File: src/rtl/fury_pkg.sv
// Shared steering/action codes and sequencer state encoding; no latency, no flow control.
// Steering values match DirectionControl so both blocks decode the motor bus identically.
package fury_pkg;

  typedef enum logic [3:0] {
    STEER_PROCEED = 4'b0000,
    STEER_VEER_L  = 4'b0101,
    STEER_HARD_L  = 4'b0110,
    STEER_90_L    = 4'b0111,
    STEER_VEER_R  = 4'b1001,
    STEER_HARD_R  = 4'b1010,
    STEER_90_R    = 4'b1011,
    STEER_STOP    = 4'b1111
  } steer_t;

  typedef enum logic [2:0] {
    ACT_STRAIGHT = 3'b000,
    ACT_LEFT     = 3'b001,
    ACT_RIGHT    = 3'b010,
    ACT_REVERSE  = 3'b011,
    ACT_HALT     = 3'b100
  } act_t;

  typedef enum logic [2:0] {
    ST_IDLE,
    ST_FOLLOW,
    ST_EXECUTE,
    ST_TURN,
    ST_DONE
  } seq_state_t;

  // Unassigned action codes fall into the default arm and stop the robot.
  function automatic logic [3:0] action_cmd(input logic [2:0] act);
    logic [3:0] cmd;
    case (act)
      ACT_STRAIGHT: cmd = STEER_PROCEED;
      ACT_REVERSE:  cmd = STEER_PROCEED;
      ACT_LEFT:     cmd = STEER_90_L;
      ACT_RIGHT:    cmd = STEER_90_R;
      default:      cmd = STEER_STOP;
    endcase
    return cmd;
  endfunction

endpackage

File: src/rtl/tick_counter.sv
// Cycle counter with combinational hit on the enabled cycle that reaches TERMINAL.
// No backpressure; clear wins over en, and the count restarts from zero after a hit.
module tick_counter #(
  parameter int unsigned      W        = 8,
  parameter logic [W-1:0]     TERMINAL = '1
) (
  input  logic clk,
  input  logic rst,
  input  logic clear,
  input  logic en,
  output logic hit
);

  logic [W-1:0] count_q;

  assign hit = en && !clear && (count_q == TERMINAL);

  always_ff @(posedge clk) begin
    if (rst || clear || hit) begin
      count_q <= '0;
    end else if (en) begin
      count_q <= count_q + W'(1);
    end
  end

endmodule

File: src/rtl/route_sequencer.sv
// Route-table mission controller: 1-cycle dir_code passthrough, actions held TURN_TICKS cycles.
// No backpressure; table writes outside IDLE/DONE and start while busy are dropped.
module route_sequencer
  import fury_pkg::*;
#(
  parameter int unsigned             ROUTE_LEN    = 8,
  parameter int unsigned             SETTLE_TICKS = 100_000,
  parameter int unsigned             TURN_TICKS   = 20_000_000,
  parameter logic [ROUTE_LEN*3-1:0]  ROUTE_INIT   = {ROUTE_LEN{3'b100}},
  localparam int unsigned            AW           = $clog2(ROUTE_LEN)
) (
  input  logic          clk,
  input  logic          rst,
  input  logic          start,
  input  logic [3:0]    dir_code,
  input  logic          wr_en,
  input  logic [AW-1:0] wr_addr,
  input  logic [2:0]    wr_data,
  output logic          direction,
  output logic [3:0]    motor_cmd,
  output logic          busy,
  output logic          done,
  output logic [AW-1:0] step_idx
);

  localparam int unsigned SW = (SETTLE_TICKS > 1) ? $clog2(SETTLE_TICKS) : 1;
  localparam int unsigned TW = (TURN_TICKS > 1) ? $clog2(TURN_TICKS) : 1;

  seq_state_t    state_q, state_d;
  logic [3:0]    motor_d;
  logic          dir_d;
  logic [AW-1:0] step_d;
  logic [2:0]    route_q [ROUTE_LEN];
  logic [2:0]    act;
  logic          table_open, stop_en, stop_hit, turn_hit;

  assign table_open = (state_q == ST_IDLE) || (state_q == ST_DONE);
  assign stop_en    = (state_q == ST_FOLLOW) && (dir_code == STEER_STOP);
  assign act        = route_q[step_idx];

  // Any non-STOP code, or leaving FOLLOW, restarts the intersection debounce.
  tick_counter #(.W(SW), .TERMINAL(SW'(SETTLE_TICKS - 1))) u_stop_cnt (
    .clk   (clk),
    .rst   (rst),
    .clear (!stop_en),
    .en    (stop_en),
    .hit   (stop_hit)
  );

  tick_counter #(.W(TW), .TERMINAL(TW'(TURN_TICKS - 1))) u_turn_cnt (
    .clk   (clk),
    .rst   (rst),
    .clear (state_q == ST_EXECUTE),
    .en    (state_q == ST_TURN),
    .hit   (turn_hit)
  );

  always_comb begin
    state_d = state_q;
    motor_d = motor_cmd;
    dir_d   = direction;
    step_d  = step_idx;
    case (state_q)
      ST_IDLE, ST_DONE: begin
        motor_d = STEER_STOP;
        if (start) begin
          state_d = ST_FOLLOW;
          step_d  = '0;
          dir_d   = 1'b1;
        end
      end
      ST_FOLLOW: begin
        motor_d = dir_code;
        if (stop_hit) state_d = ST_EXECUTE;
      end
      ST_EXECUTE: begin
        motor_d = action_cmd(act);
        if (act == ACT_REVERSE) dir_d = !direction;
        state_d = (act > ACT_REVERSE) ? ST_DONE : ST_TURN;
      end
      ST_TURN: begin
        // Exit edge reloads motor_cmd so passthrough resumes with no dead cycle.
        if (turn_hit) begin
          step_d = step_idx + AW'(1);
          if (step_idx == AW'(ROUTE_LEN - 1)) begin
            state_d = ST_DONE;
            motor_d = STEER_STOP;
          end else begin
            state_d = ST_FOLLOW;
            motor_d = dir_code;
          end
        end
      end
      default: state_d = ST_IDLE;
    endcase
  end

  always_ff @(posedge clk) begin
    if (rst) begin
      state_q   <= ST_IDLE;
      motor_cmd <= STEER_STOP;
      direction <= 1'b1;
      step_idx  <= '0;
      busy      <= 1'b0;
      done      <= 1'b0;
    end else begin
      state_q   <= state_d;
      motor_cmd <= motor_d;
      direction <= dir_d;
      step_idx  <= step_d;
      busy      <= (state_d == ST_FOLLOW) || (state_d == ST_EXECUTE) || (state_d == ST_TURN);
      done      <= (state_d == ST_DONE);
    end
  end

  always_ff @(posedge clk) begin
    if (rst) begin
      for (int unsigned i = 0; i < ROUTE_LEN; i++) begin
        route_q[i] <= ROUTE_INIT[i*3 +: 3];
      end
    end else if (wr_en && table_open) begin
      route_q[wr_addr] <= wr_data;
    end
  end

endmodule

File: config.mk
export PLATFORM = sky130hd
export DESIGN_NAME = route_sequencer
export DESIGN_NICKNAME = d
export VERILOG_FILES = /design/src/rtl/fury_pkg.sv /design/src/rtl/tick_counter.sv /design/src/rtl/route_sequencer.sv
export SDC_FILE = /design/constraint.sdc
export NUM_CORES = 1
export LEC_CHECK = 0
export ABC_AREA = 1
export CAP_MARGIN = 10
export CORE_ASPECT_RATIO = 2
export CORE_MARGIN = 8
export CORE_UTILIZATION = 40
export CTS_BUF_LIST = sky130_fd_sc_hd__clkbuf_4 sky130_fd_sc_hd__clkbuf_8
export DETAILED_ROUTE_END_ITERATION = 12
export SYNTH_ARGS = -nofsm -noshare
export SYNTH_HDL_FRONTEND = slang
export SYNTH_SLANG_ARGS = --single-unit
File: constraint.sdc
create_clock -name clk -period 1.7 [get_ports clk]
set_input_delay 0.34 -clock clk [delete_from_list [all_inputs] [get_ports clk]]
set_output_delay 0.34 -clock clk [all_outputs]
set_load 0.01 [all_outputs]
==> results.tsv, run 1 <==
stage	metric	value	unit
run_status	outcome	finished clean	
timing	tightest_slew	0.413	ns
clock_network	clockRootBuffer	clkbuf_8	
placement	dp.cells	772	
critical_path	critPathLaunchType	register	
yosys	avgSynthCellArea	7.23	um2
final_layout	n_fill_cell	1043	
final_layout	syn_to_final_growth	21.3	%
yosys	synthMostInstantiatedCell	nand2_1	
clock_network	clkSlewWorstSetupHoldPaths	0.09	ns
global_route	grt_max_degree	17	
pwr	leakage	2.19	nW
timing	fin_worst_skew	0.0137	ns
timing	setup_violations	0	
critical_path	slowest_delay	0.56	ns
clock_network	clock-sinks	82	
placement	port-buffer-count	23	
route	dr.first_iter.drc_count	113	
yosys	synthesis.nets	603	
critical_path	critPathMaxFanout	3	
yosys	synthCells	585	
pwr	p_per_area	730	nW/um2
clock_network	clock_latency	0.37	ns
yosys	synth_edf_count	24	
pwr	vdd_drop_max	0.000474	V
final_layout	fin_util	49.3	%
global_route	grtUsageTotal	15.9	%
timing	period_minus_slack	1.64	ns
clock_network	ctsHtreeMaxLevel	3	
route	routed_wl	10900	um
final_layout	post_route_cells_drive_above_1_share	15.9	%
floorplan	die_w	88.7	um
critical_path	worst-setup-path-type	register to output pin	
timing	fmax	0.610	GHz
final_layout	seq_area	1890	um2
yosys	synthFlopType	dfxtp_1	
critical_path	critPathTopFamily	buffers and inverters	
global_route	grt_pass1_vias	3868	
timing	rsz0062_at_grt	true	
timing	final_hold_viol_count	0	
route	vias	3809	
placement	routabilityCongestion	0.860	
yosys	synth_area_leaders	dfxtp_1, edfxtp_1, nand2_1	
clock_network	clock_path_buffers	2	
yosys	seq_area_frac_synth	44.5	%
yosys	async_flop_share	0	%
worst_hold_path	hold_path_class	register to register	
floorplan	core_area	10400	um2
global_route	antenna_found_initial	0	
route	post_drt_via_cell_ratio	4.82	
yosys	ys_types	38	
floorplan	num_rows	53	
yosys	yosysTopAreaCellShare	27.4	%
global_route	grt_remaining_overflow	0	
route	ant_nets	0	
critical_path	path_cells	clkdlybuf4s50_1	
clock_network	cts_buffers	9	
clock_network	cts_tree	built	
route	drc	0	
final_layout	diodes	0	
placement	dp_hpwl	8770	um
floorplan	initial_utilization	40.6	%
timing	setup_tns	0	ns
flow_run	max-cap-violations	0	
final_layout	fin_area	5130	um2
critical_path	cp-end-kind	output pin	
final_layout	fin_cells	791	
timing	finalWorstSetupSlack	0.0611	ns
timing	hold_ws	0.462	ns
yosys	ys_warn_count	0	
yosys	yosysTopAreaCell	dfxtp_1	
final_layout	nets	667	
floorplan	die_h	161	um
placement	pre_cts_ws	-0.285	ns
critical_path	cp.required	1.36	ns
floorplan	io_pins	24	
floorplan	dieArea	14300	um2
timing	slew_headroom	72.2	%
yosys	yosys-top-cells-count	nand2_1, inv_1, nor2_1	
clock_network	hold_buffers	0	
yosys	synth-seq-cells	82	
route	first_pass_iters	4	
critical_path	cp_num_buf_inv	1	
placement	post_dp_cell_area	4840	um2
critical_path	crit_slowest_cell	clkdlybuf4s50_1	
final_layout	multi_input_area	2010	um2
route	wl_per_cell	13.8	um
timing	min_period_over_period	96.4	%
pwr	total_power	3.75	mW
timing	drv_slew	0	
yosys	synth_area	4230	um2
global_route	grt_pass1_wl	17400	um
critical_path	critPathArrivalTime	1.30	ns
==> where the power goes <==
group | internal [mW] | switching (mW)
Sequential | 2.05 | 0.0270
Clock | 0.556 | 0.786
Combinational | 0.130 | 0.203
Total | 2.73 | 1.02
==> state kept, by name (all words and copies together) (netlist names), named ones only <==
signal and count:
u_turn_cnt.count_q 25, route_q 24, u_stop_cnt.count_q 17, motor_cmd 4
state_q 3, step_idx 3, busy 1, direction 1
done 1
==> worst register-to-register path: cells and delay by family, from the launching register on <==
family / cells / cell delay [ns]
buf+inv: 1 / 0.21
simple gates: 9 / 0.93
flops: 1 / 0.39
==> area by class of cell <==
class / instances / share of cell area [%]
well taps: 137 / 3.34
repair buffers: 60 / 10.0
clock buffers: 9 / 2.41
inverters: 98 / 7.21
multi-input cells: 398 / 39.1
clock inverters: 7 / 1.15
flip-flops and latches: 82 / 36.8
==> what timing repair did <==
item / in CTS / in global routing
pin swaps: 1 / 5
gates cloned: 0 / 0
buffers inserted: 0 / 3
hold endpoints to repair: 0 / 0
gates resized for setup: 1 / 29
setup endpoints to repair: 6 / 49
==> cell usage in the layout (no fill, tap or decap), types with 5 or more instances in the layout <==
| master | synthesis | final |
|---|---|---|
| nand2_1 | 151 | 150 |
| nor2_1 | 82 | 78 |
| dfxtp_2 | 0 | 5 |
| nor2_2 | 2 | 5 |
| buf_4 | 0 | 37 |
| dfxtp_1 | 58 | 53 |
| xor2_1 | 9 | 9 |
| nor4_1 | 5 | 5 |
| clkdlybuf4s50_1 | 0 | 20 |
| clkbuf_8 | 0 | 9 |
| o21ai_0 | 23 | 22 |
| inv_2 | 6 | 9 |
| nor3_1 | 11 | 10 |
| a21oi_1 | 25 | 23 |
| nand3_1 | 46 | 44 |
| nor2_4 | 8 | 9 |
| inv_1 | 90 | 87 |
| nand4_1 | 5 | 5 |
| edfxtp_1 | 24 | 24 |
==> cells by family after synthesis <==
group,after synthesis,synth area share (%)
adders and majority gates,4,1.18
buffers and inverters,105,9.88
and+or+nand+nor,325,34.8
AOI/OAI and AO/OA,56,7.01
xor gates and xnor gates,13,2.69
DFF,82,44.5
==> routing by layer <==
metal  part of all wire, %  track usage [%]  vias up
li1                      -                -     1970
met1                    33             12.8     1749
met5                     0                0        -
met4                   4.7             9.78        0
met3                   2.8             3.00       32
met2                    59             32.1       58
==> path summary, 6_finish.rpt <==
check,from,endpoint,slack (ns),depth (start not counted)
worst min-delay path,u_stop_cnt.count_q[0],u_stop_cnt.count_q[0],0.46,1
worst max-delay path,direction,direction,0.06,1
worst max register to register,register,busy,0.08,10
worst min register to register,u_stop_cnt.count_q[0],u_stop_cnt.count_q[0],0.46,1
Note: power is estimated with default switching activity, not from simulation.
==> run 2, diff against run 1 <==
Clock period 1.7 ns to 1.5 ns, I/O delays scaled along.
==> run 2 against run 1 <==
The run now ends with setup timing left. Power grew 27%. Sequential power increased by 13%. Count of clock-buffer cells in the layout grew 2. Design area grew 13%. First-iteration DRC count down 0.88%. Highest routed layer unchanged.
==> results.tsv, run 2 (synthesis results as in run 1) <==
stage	metric	value	unit
run_status	outcome	complete, but fails checks	
run_status	violations	setup timing	
final_layout	syn_to_final_growth	37.2	%
critical_path	critPathArrivalTime	1.80	ns
final_layout	largest_reg_flops	25	
critical_path	cp.required	1.76	ns
route	vias	3973	
final_layout	fin_cells	831	
final_layout	reg.largest.list	u_turn_cnt.count_q: 25 flops, route_q: 24 flops, u_stop_cnt.count_q: 17 flops	
floorplan	num_rows	53	
clock_network	clkSlewWorstSetupHoldPaths	0.09	ns
floorplan	die_h	161	um
route	dr.first_iter.drc_count	112	
clock_network	cts_tree	built	
floorplan	initial_utilization	40.6	%
route	post_drt_via_cell_ratio	4.78	
critical_path	critPathMaxFanout	4	
final_layout	fin_util	55.8	%
floorplan	dieArea	14300	um2
route	wl_per_cell	13.6	um
pwr	total_power	4.75	mW
pwr	p_per_area	818	nW/um2
global_route	grt_pass1_wl	18100	um
placement	dp.cells	808	
route	first_pass_iters	4	
floorplan	io_pins	24	
critical_path	cp-end-kind	register	
clock_network	clock_latency	0.37	ns
timing	finalWorstSetupSlack	-0.0424	ns
timing	fmax	0.648	GHz
timing	slew_headroom	76.4	%
final_layout	mostFrequentLayoutCells	nand2_1, inv_1, buf_4	
critical_path	worst-setup-path-type	register to register	
global_route	grt_max_degree	14	
timing	min_period_over_period	103	%
final_layout	largest-register	u_turn_cnt.count_q	
final_layout	post_route_cells_drive_above_1_share	30.8	%
flow_run	max-cap-violations	0	
timing	setup_violations	8	
floorplan	core_area	10400	um2
global_route	grt_remaining_overflow	0	
placement	port-buffer-count	23	
critical_path	critPathLaunchType	register	
worst_hold_path	hold_path_class	primary input to register	
timing	tightest_slew	0.351	ns
global_route	grtUsageTotal	16.5	%
clock_network	ctsHtreeMaxLevel	3	
clock_network	clock-sinks	82	
timing	period_minus_slack	1.54	ns
timing	drv_slew	0	
final_layout	layout_commonest_cell	nand2_1	
critical_path	r2r_slack	-0.04	ns
floorplan	die_w	88.7	um
pwr	vdd_drop_max	0.000589	V
route	ant_nets	0	
route	drc	0	
placement	routabilityCongestion	0.827	
route	routed_wl	11300	um
pwr	leakage	2.51	nW
clock_network	cts_buffers	9	
global_route	antenna_found_initial	0	
final_layout	diodes	0	
placement	dp_hpwl	8640	um
global_route	grt_pass1_vias	3948	
final_layout	nets	707	
timing	rsz0062_at_grt	true	
timing	final_hold_viol_count	0	
timing	fin_worst_skew	0.00837	ns
clock_network	clockRootBuffer	clkbuf_8	
clock_network	hold_buffers	0	
clock_network	clock_path_buffers	2	
==> run 2: cell count changes in the layout (fill, tap and decap cells not counted), sizes merged <==
| cell | delta |
|---|---|
| buf | +40 |
| dlygate4sd2 | +10 |
| clkbuf | +2 |
| inv | -5 |
| bufinv | +3 |
| clkdlybuf4s50 | -11 |
| dlymetal6s2s | +1 |
==> run 2: worst max-delay path, cell delays in order, from the launching register on <==
cell	delay [ns]
dfxtp_2	0.36
ha_4	0.16
inv_4	0.04
nor2_4	0.14
nand3_4	0.13
nor2_4	0.13
inv_2	0.07
nor2_4	0.15
buf_6	0.12
xnor2_2	0.09
nor2_1	0.05
==> run 2: metrics by stage <==
stage	hold WS, ns	setup WS, ns	TNS, ns	cell area (um2)
floorplan	0.418	0.00340	0	4240
global placement	0.461	-0.408	-23.11	5120
detailed placement	0.466	-0.432	-25.57	5120
CTS	0.483	-0.0783	-0.214	5480
global route	0.481	-0.136	-3.29	5800
finish	0.467	-0.0424	-0.132	5800
==> run 2: area by class of cell <==
| type | count | area, um2 |
|---|---|---|
| fillers | 996 | 4610 |
| multi-input cells | 398 | 2290 |
| flip-flops and latches | 82 | 1900 |
| repair buffers | 100 | 825 |
| inverters | 98 | 377 |
| well taps | 137 | 171 |
| clock buffers | 11 | 139 |
| clock inverters | 5 | 103 |
==> run 2: worst paths after layout <==
kind | from | to | depth (start not counted)
worst max-delay path | u_turn_cnt.count_q[0] | u_turn_cnt.count_q[14] | 10
worst max register to register | u_turn_cnt.count_q[0] | u_turn_cnt.count_q[14] | 10
worst min register to register | u_stop_cnt.count_q[9] | u_stop_cnt.count_q[9] | 1
worst min-delay path | dir_code[1] | motor_cmd[1] | 8
==> run 2: per-layer routing <==
layer | share of wire (%) | vias to the layer above | track usage (%) | wire [um]
met2 | 60 | 50 | 33.1 | 6830
met4 | 3.6 | 0 | 8.53 | 412
li1 | - | 2052 | - | -
met5 | 0 | - | 0 | 0
met1 | 33 | 1841 | 14.1 | 3780
met3 | 2.4 | 30 | 2.95 | 267
==> run 2: what timing repair did <==
item / CTS / global route
resized for setup: 50 / 83
buffers inserted: 1 / 6
pin swaps: 14 / 27
endpoints found under the setup margin: 69 / 77
==> run 2: power by group <==
group          switching, mW  internal, mW
Combinational          0.258         0.176
Clock                  0.828          1.14
Sequential            0.0264          2.32
